**src/rtl/dmem_wbuf_responder.sv**
```systemverilog
// dmem_wbuf_responder: M-stage data memory with a posted write buffer and load forwarding.
// Rev 1.0 - initial release.
`default_nettype none

module dmem_wbuf_responder #(
   parameter int MEM_WORDS = 64,
   parameter int ADDR_BITS = 6,
   parameter int WB_DEPTH  = 4,
   parameter int CNT_BITS  = 3
) (
   input  logic                clk,
   input  logic                reset,
   input  logic                MemWriteM,
   input  logic                MemReadM,
   input  logic [31:0]         ALUOutM,
   input  logic [31:0]         WriteDataM,
   output logic [31:0]         ReadDataM,
   output logic                MemStallM,
   output logic                WbEmpty,
   output logic [CNT_BITS-1:0] WbCount
);
   localparam int PTR_BITS = $clog2(WB_DEPTH);

   logic [31:0]          mem       [MEM_WORDS];
   logic [ADDR_BITS-1:0] ent_idx   [WB_DEPTH];
   logic [31:0]          ent_data  [WB_DEPTH];
   logic [WB_DEPTH-1:0]  ent_valid;
   logic [PTR_BITS-1:0]  head;
   logic [PTR_BITS-1:0]  tail;
   logic [CNT_BITS-1:0]  count;

   logic [ADDR_BITS-1:0] idx;
   logic                 hit;
   logic [31:0]          fwd_data;
   logic [PTR_BITS-1:0]  pos;
   logic                 full;
   logic                 drain;
   logic                 push;
   logic                 unused_addr_bits;

   assign idx              = ALUOutM[ADDR_BITS+1:2];
   assign unused_addr_bits = &{1'b0, ALUOutM[31:ADDR_BITS+2], ALUOutM[1:0]};

   // Scan oldest to youngest so the last match left standing is the youngest entry.
   always_comb begin
      hit      = 1'b0;
      fwd_data = '0;
      pos      = head;
      for (int k = 0; k < WB_DEPTH; k++) begin
         pos = head + PTR_BITS'(k);
         if (ent_valid[pos] && (ent_idx[pos] == idx)) begin
            hit      = 1'b1;
            fwd_data = ent_data[pos];
         end
      end
   end

   assign full      = (count == CNT_BITS'(WB_DEPTH));
   assign drain     = (count != '0) && !(MemReadM && !hit);
   assign MemStallM = MemWriteM && full && !drain;
   assign push      = MemWriteM && !MemStallM;
   assign ReadDataM = !MemReadM ? 32'h0 : (hit ? fwd_data : mem[idx]);
   assign WbEmpty   = (count == '0);
   assign WbCount   = count;

   always_ff @(posedge clk) begin
      if (!reset) begin
         head      <= '0;
         tail      <= '0;
         count     <= '0;
         ent_valid <= '0;
      end else begin
         if (drain) begin
            ent_valid[head] <= 1'b0;
            head            <= head + PTR_BITS'(1);
         end
         // When full, push and pop hit the same slot; the push must win the valid bit.
         if (push) begin
            ent_valid[tail] <= 1'b1;
            ent_idx[tail]   <= idx;
            ent_data[tail]  <= WriteDataM;
            tail            <= tail + PTR_BITS'(1);
         end
         count <= count + CNT_BITS'(push) - CNT_BITS'(drain);
      end
   end

   // Reset discards buffered stores without letting the head one reach the RAM.
   always_ff @(posedge clk) begin
      if (reset && drain) begin
         mem[ent_idx[head]] <= ent_data[head];
      end
   end

endmodule

`default_nettype wire

```
**config.mk**
```make
export PLATFORM = sky130hd
export DESIGN_NAME = dmem_wbuf_responder
export DESIGN_NICKNAME = d
export VERILOG_FILES = /design/src/rtl/dmem_wbuf_responder.sv
export SDC_FILE = /design/constraint.sdc
export NUM_CORES = 2
export LEC_CHECK = 0
export BUFFER_PORTS_ARGS = -buffer_cell sky130_fd_sc_hd__buf_4
export CAP_MARGIN = 20
export CORE_UTILIZATION = 55
export DETAILED_ROUTE_END_ITERATION = 8
export PLACE_DENSITY = 0.7
export SETUP_SLACK_MARGIN = 0.5
export SYNTH_ARGS = -nofsm -noshare
export SYNTH_HDL_FRONTEND = slang
export SYNTH_SLANG_ARGS = --single-unit
```
**constraint.sdc**
```tcl
create_clock -name clk -period 7.5 [get_ports clk]
set_input_delay 1.125 -clock clk [delete_from_list [all_inputs] [get_ports clk]]
set_output_delay 1.125 -clock clk [all_outputs]
set_load 0.01 [all_outputs]
```
-- Word-level counts from Yosys, hierarchy flattened
Memories as Yosys holds them, arrays and structs flattened. A register that Yosys moved wholly into a read port is not among the register bits.
Index checks and enable logic that the tools add are counted.
- add/sub/neg operators: 6
- order comparisons: 7
- equal/unequal tests: 5
- mux-type cells: 34
- bitwise operators: 3
- reduce and logical (&&, ||, !) cells: 18
- operator list (kind ; count):
    two-way mux 32 bit ; 6
    equality test 6 bit ; 4
    less-than comparator 2 x 3 -> 1 bit, second input constant ; 5
    two-way mux 1 bit ; 15
    logical AND 1 bit ; 12
    two-way mux 4 bit ; 3
    binary-select mux 1 bit (select 2 bit) ; 4
    two-way mux 2 bit ; 4
    adder 2 x 1 -> 2 bit, second input constant ; 2
    adder 2 bit, second input constant ; 2
    AND 4 bit ; 1
    demux 1 bit (select 2 bit) ; 2
    >= comparator 2 x 1 -> 1 bit, second input constant ; 2
    logical NOT 1 bit ; 4
    inverter 4 bit ; 1
    bitwise OR 4 bit ; 1
    adder 3 x 1 -> 3 bit ; 1
    equality test 3 bit, second input constant ; 1
    logical NOT 3 bit ; 1
    nonzero test 3 bit ; 1
    subtractor 3 x 1 -> 3 bit ; 1
- register bits after elaboration: 11
- bits in writable memories: 2200
- input port bits: 68
- output and inout port bits: 37
- word-level logic and storage cells: 80
- memories kept: 3
- memory list (name ; depth ; width ; rd ports ; clocked after Yosys merged registers in ; wr ports ; RTL line ; source):
    mem ; 64 ; 32 ; 1 ; 0 ; 1 ; 24 ; logic [31:0] mem [MEM_WORDS];
    ent_data ; 4 ; 32 ; 4 ; 1 ; 1 ; 26 ; logic [31:0] ent_data [WB_DEPTH];
    ent_idx ; 4 ; 6 ; 4 ; 1 ; 1 ; 25 ; logic [ADDR_BITS-1:0] ent_idx [WB_DEPTH];

-- Logic depth before layout (Yosys ltp)
- depth after elaboration: 18
- mapped depth: 20
- gate-level depth less buffers: 17

-- Worst setup path after synthesis
OpenSTA, ideal clock, no wires.
- path kind: reg-to-reg
- start point: reg head[1]
- end point: mem ent_data[3][0], enable pin
- setup time: 0.433 ns
- arrival: 4.474 ns
- data required time: 7.067 ns
- setup slack: 2.593 ns
- cell stages (with the launch flop): 13
- path buffers: 2
- period minus slack after synthesis: 4.907 ns
- cell sequence: dfxtp_1 -> buf_1 -> inv_1 -> ha_1 -> mux4_2 -> xnor2_1 -> nand4_1 -> o22ai_2 -> or3_1 -> buf_2 -> o31a_1 -> inv_2 -> nor2_1
- cells in the longest elaborated chain, start to end: 18
- elaborated cells between the ends (all ways): 34
- those cells by class: 3 x add/sub; 3 x eq/ne; 15 x mux; 12 x reduce/logical; 1 x memory
- RTL lines (what ; RTL line ; source):
    start: declaration ; 28 ; logic [PTR_BITS-1:0] head;
    start signal: assignment ; 75 ; head <= head + PTR_BITS'(1);
    adder 2 x 1 -> 2 bit / binary-select mux 1 bit (select 2 bit) (equally long branches) ; 50, 51 ;
    memory read (4 x 6 bit), or another cell as far along ; n/a ;
    equality test 6 bit, or another cell as far along ; 51 ; if (ent_valid[pos] && (ent_idx[pos] == idx)) begin
    logical AND 1 bit / two-way mux 1 bit (equally long branches) ; 51 ;
    two-way mux 1 bit (2 in series) ; 51 ;
    two-way mux 1 bit * ; 51 ;
    logical NOT 1 bit * ; 59 ; assign drain = (count != '0) && !(MemReadM && !hit);
    logical AND 1 bit * ; 59 ;
    logical NOT 1 bit * ; 59 ;
    logical AND 1 bit * ; 59 ;
    logical NOT 1 bit * ; 60 ; assign MemStallM = MemWriteM && full && !drain;
    logical AND 1 bit * ; 60 ;
    logical NOT 1 bit * ; 61 ; assign push = MemWriteM && !MemStallM;
    logical AND 1 bit * ; 61 ;
    two-way mux 1 bit * ; 78 ; if (push) begin
    two-way mux 1 bit * ; 67 ; if (!reset) begin
    two-way mux 1 bit (not written as such) * ; 81 ; ent_data[tail] <= WriteDataM;
    end: declaration ; 26 ;
Every way passes the cells marked *; elsewhere a longest branch is shown, timed or not. The select of a mux whose other input is x is not followed.

-- Worst setup path in the final report
- start point: reg head[0]
- end point: out ReadDataM[10]
- elaborated cells between the ends (all ways): 30
- those cells by class: 3 x add/sub; 3 x eq/ne; 18 x mux; 4 x reduce/logical; 2 x memory
- RTL lines (what ; RTL line ; source):
    adder 2 bit * ; 50 ; pos = head + PTR_BITS'(k);
    net pos[0] ; 35 ; logic [PTR_BITS-1:0] pos;
    memory read (4 x 6 bit) / binary-select mux 1 bit (select 2 bit) (equally long branches) ; n/a ;
    equality test 6 bit / two-way mux 1 bit (equally long branches) ; 51 ;
    logical AND 1 bit ; 51 ;
    two-way mux 32 bit / two-way mux 1 bit (equally long branches) ; 51 ;
    two-way mux 32 bit * (2 in series) ; 62 ; assign ReadDataM = !MemReadM ? 32'h0 : (hit ? fwd_data : mem[idx]);
    end: declaration ; 17 ; output logic [31:0] ReadDataM,
The timed path passes the listed nets; every way through them passes the cells marked *. The select of a mux whose other input is x is not followed.

==> results.md <==
- Status: complete, no violations
- CP bufs+invs: 3
- R2R Path Start: head[0]$_SDFFE_PN0N_
- Data arrival, critical path: 5.41 ns
- Most common cell after layout, fill and taps aside: edfxtp_1
- Count of unique library cells instantiated by Yosys: 59
- Crit path cell chain: inv_1 -> ha_4 -> mux4_2 -> xnor2_1 -> nand4_1 -> o22ai_4 -> buf_4 -> nor2b_1 -> a221oi_1 -> a31oi_1 -> buf_4
- Setup crit end kind: primary output
- Detailed Route WL: 241,000 microns
- Pin count of the biggest net entering global routing: 97
- Initial Util: 0.554
- Final Hold Fails: 0
- Async SR Flop Fraction: 0
- Post-synth top area cell: edfxtp_1
- Worst-path fanout max: 51
- Vias in the first global route: 46,435
- Sinks on the clock net: 2,213
- # Max-Cap Violations: 0
- Vias/cell: 6.75
- Peak VDD IR: 0.373 mV
- Gate Count Post-Synth: 4,522
- Met3 WL: 28,300 microns
- EDFF count, synth: 2,200
- Critical Path RT: 6.38 ns
- Main flop type after synthesis: edfxtp_1
- Postcts setup bufs: 0
- Setup crit start: head[0]$_SDFFE_PN0N_
- CTS tree: yes
- Slowest cell on crit path: ha_4
- YS warnings: 0
- Mapped Avg Cell Area: 19.7 sq um
- Synth Register Bits: 2,213
- Most area-consuming cells after synthesis: edfxtp_1 (74%), mux4_2 (11%), mux2i_1 (4.5%)
- Rel. slew slack: 0.250
- Total track usage: 0.296
- Clock Latency Late Sink: 0.86 ns
- Cells after DPL: 6,665
- Syn Nets: 4,601
- Clock Tree Root: clkbuf_16
- Initial antenna violation count: 12
- Post-synthesis cell area: 0.0890 sq mm
- Met1 WL: 89,900 microns
- Clock transition at path regs: 0.06 ns
- TritonRoute pass-1 iters: 6
- Port buffer count: 78
- Crit share post-route: 0.872
- RSZ-0062 raised after global routing: no
- Crit path time final: 6.54 ns
- # setup viols final: 0
- Clock Path Buffers: 3
- Final Non-Filler Cells: 7,053
- Nets@finish: 4,804
- Total CTS buffers: 214
- Antenna diodes: 0
- Crit path max-delay family: compound AO/OA/AOI/OAI gates
- Worst hold slack: 0.465 ns
- Commonest non-fill, non-tap cells in the layout: edfxtp_1 (2,200), mux4_2 (440), mux2i_1 (397)
- FF-to-FF setup slack: 1.71 ns
- First-pass GRT wire length: 340,000 microns
- ANT nets after route: 0
- Crit-path max cell delay: 0.63 ns
- FF-to-FF path depth: 11
- TNS Setup: 0 ns
- Clk_skew: 0.0524 ns
- Row Count: 147
- Register area share after synthesis: 0.745
- CP most frequent cell: buf_4
- Die area: 0.163 sq mm
- Crit path capture: ReadDataM[10]
- Ports: 105
- Die H: 404 microns
- Via count: 47,576
- Max layer used: met5
- Crit path depth: 11
- Share of post-route cells with drive strength above 1: 0.230
- Post-synth top area share: 0.742
- CP Launch Type: register
- Power, Total: 29.2 mW
- Total gr overflow: 0
- Final max-slew violation count: 0
- Hold Crit Class: in2reg
- Final core area utilization: 0.622
- Htree depth: 4
- Fmax: 0.153 GHz
- Post-CTS resize count: 0
- Fill count: 10,975
- Static Leak: 31.7 nW
- Core footprint: 0.161 sq mm
- Synthesis-to-layout area growth: 12.3%
- Remaining routing DRC violations: 0
- WL met2: 112,000 microns
- Slew of the pin with the lowest slew margin: 1.12 ns
- Reg2Reg Capture Point: ent_data[3][4]$_DFFE_PP_
- Hpwl dp: 139,000 microns
- Hold_buf cts: 0
- Critical path class: reg2out
- WL per Instance: 34.2 microns
- Power Density: 292 mW/mm^2
- Chip width: 404 microns
- DRT iter0 DRCs: 6,585
- Routability Congestion: 0.844
[layout make-up]
type	count	area (sq um)	share of cell area
multi-input cells	1994	21800	0.218
flip-flops and latches	2213	66300	0.664
clock inverters	112	1040	0.0104
clock buffers	272	5590	0.0560
repair buffers	277	2410	0.0241
inverters	25	98.8	0.000989
well taps	2160	2700	0.0270
[worst register-to-register path, delay by kind of cell (launching register included)]
family	cells	cell delay, ns
multiplexers	1	0.59
buffers and inverters	3	0.74
flip-flops	1	0.35
AND/OR/NAND/NOR	3	1.90
adder cells (fa/ha/maj)	1	0.63
XOR/XNOR	1	0.23
AO/OA/AOI/OAI	2	1.01
[synth_stat cells, drive strengths merged (3+ instances only)]
| master | instances |
|---|---|
| a211o | 5 |
| a211oi | 11 |
| a21oi | 105 |
| a221o | 55 |
| a221oi | 117 |
| a22oi | 74 |
| a31oi | 27 |
| a32o | 13 |
| a32oi | 3 |
| and2 | 6 |
| buf | 164 |
| clkbuf | 126 |
| dfxtp | 13 |
| edfxtp | 2200 |
| ha | 10 |
| inv | 24 |
| mux2 | 35 |
| mux2i | 397 |
| mux4 | 440 |
| nand2 | 99 |
| nand2b | 12 |
| nand3 | 70 |
| nand4 | 7 |
| nor2 | 180 |
| nor2b | 7 |
| nor3 | 26 |
| nor4 | 7 |
| o2111ai | 8 |
| o211a | 4 |
| o211ai | 3 |
| o21ai | 157 |
| o21bai | 8 |
| o22ai | 20 |
| o31ai | 9 |
| o32ai | 9 |
| or3 | 16 |
| xnor2 | 27 |
| xor2 | 11 |
[flip-flops by register name, indices dropped and copies added, names as in the netlist, named ones only]
signal	count
mem	2048
ent_data	128
ent_idx	24
ent_valid	4
WbCount	3
head	2
tail	2
[stage by stage]
stage	worst slack (ns)	instance area (sq um)
after floorplan	2.59	89000
after global placement	1.43	93200
after detailed placement	1.41	93200
after CTS	1.02	99900
after global routing	0.834	99900
final	0.962	99900
[power breakdown]
part | total (mW) | internal [mW] | switching [mW]
registers | 14.9 | 14.8 | 0.0888
logic | 3.94 | 1.05 | 2.88
clock network | 10.3 | 5.70 | 4.61
total | 29.2 | 21.6 | 7.58
[how the worst min path moves through the flow]
stage | endpoint | depth (start not counted) | from | slack (ns)
6_report | ent_data[3][9]$_DFFE_PP_ | 1 | WriteDataM[9] | 0.46
5_1_grt | ent_data[3][12]$_DFFE_PP_ | 1 | WriteDataM[12] | 0.43
4_1_cts | ent_data[2][9]$_DFFE_PP_ | 1 | WriteDataM[9] | 0.41
3_5_place_dp | ent_valid[0]$_SDFF_PN0_ | 2 | ent_valid[0]$_SDFF_PN0_ | 0.49
3_3_place_gp | ent_valid[0]$_SDFF_PN0_ | 2 | ent_valid[0]$_SDFF_PN0_ | 0.47
2_1_floorplan | ent_valid[3]$_SDFF_PN0_ | 2 | ent_valid[3]$_SDFF_PN0_ | 0.45
[per-layer routing]
metal	up-vias	global-route usage
met5	-	0
met4	8	0.117
met3	486	0.0724
met2	2970	0.453
met1	24794	0.413
li1	19318	-
[cells by family after synthesis]
family          after synthesis  share of synthesized area
flops                      2213                      0.745
simple gates                436                     0.0217
compound gates              637                     0.0500
xor+xnor                     38                    0.00374
mux                         872                      0.160
buf+inv                     315                     0.0171
fa+ha+maj                    11                    0.00163
No activity file was read; power rests on OpenSTA's default activity.
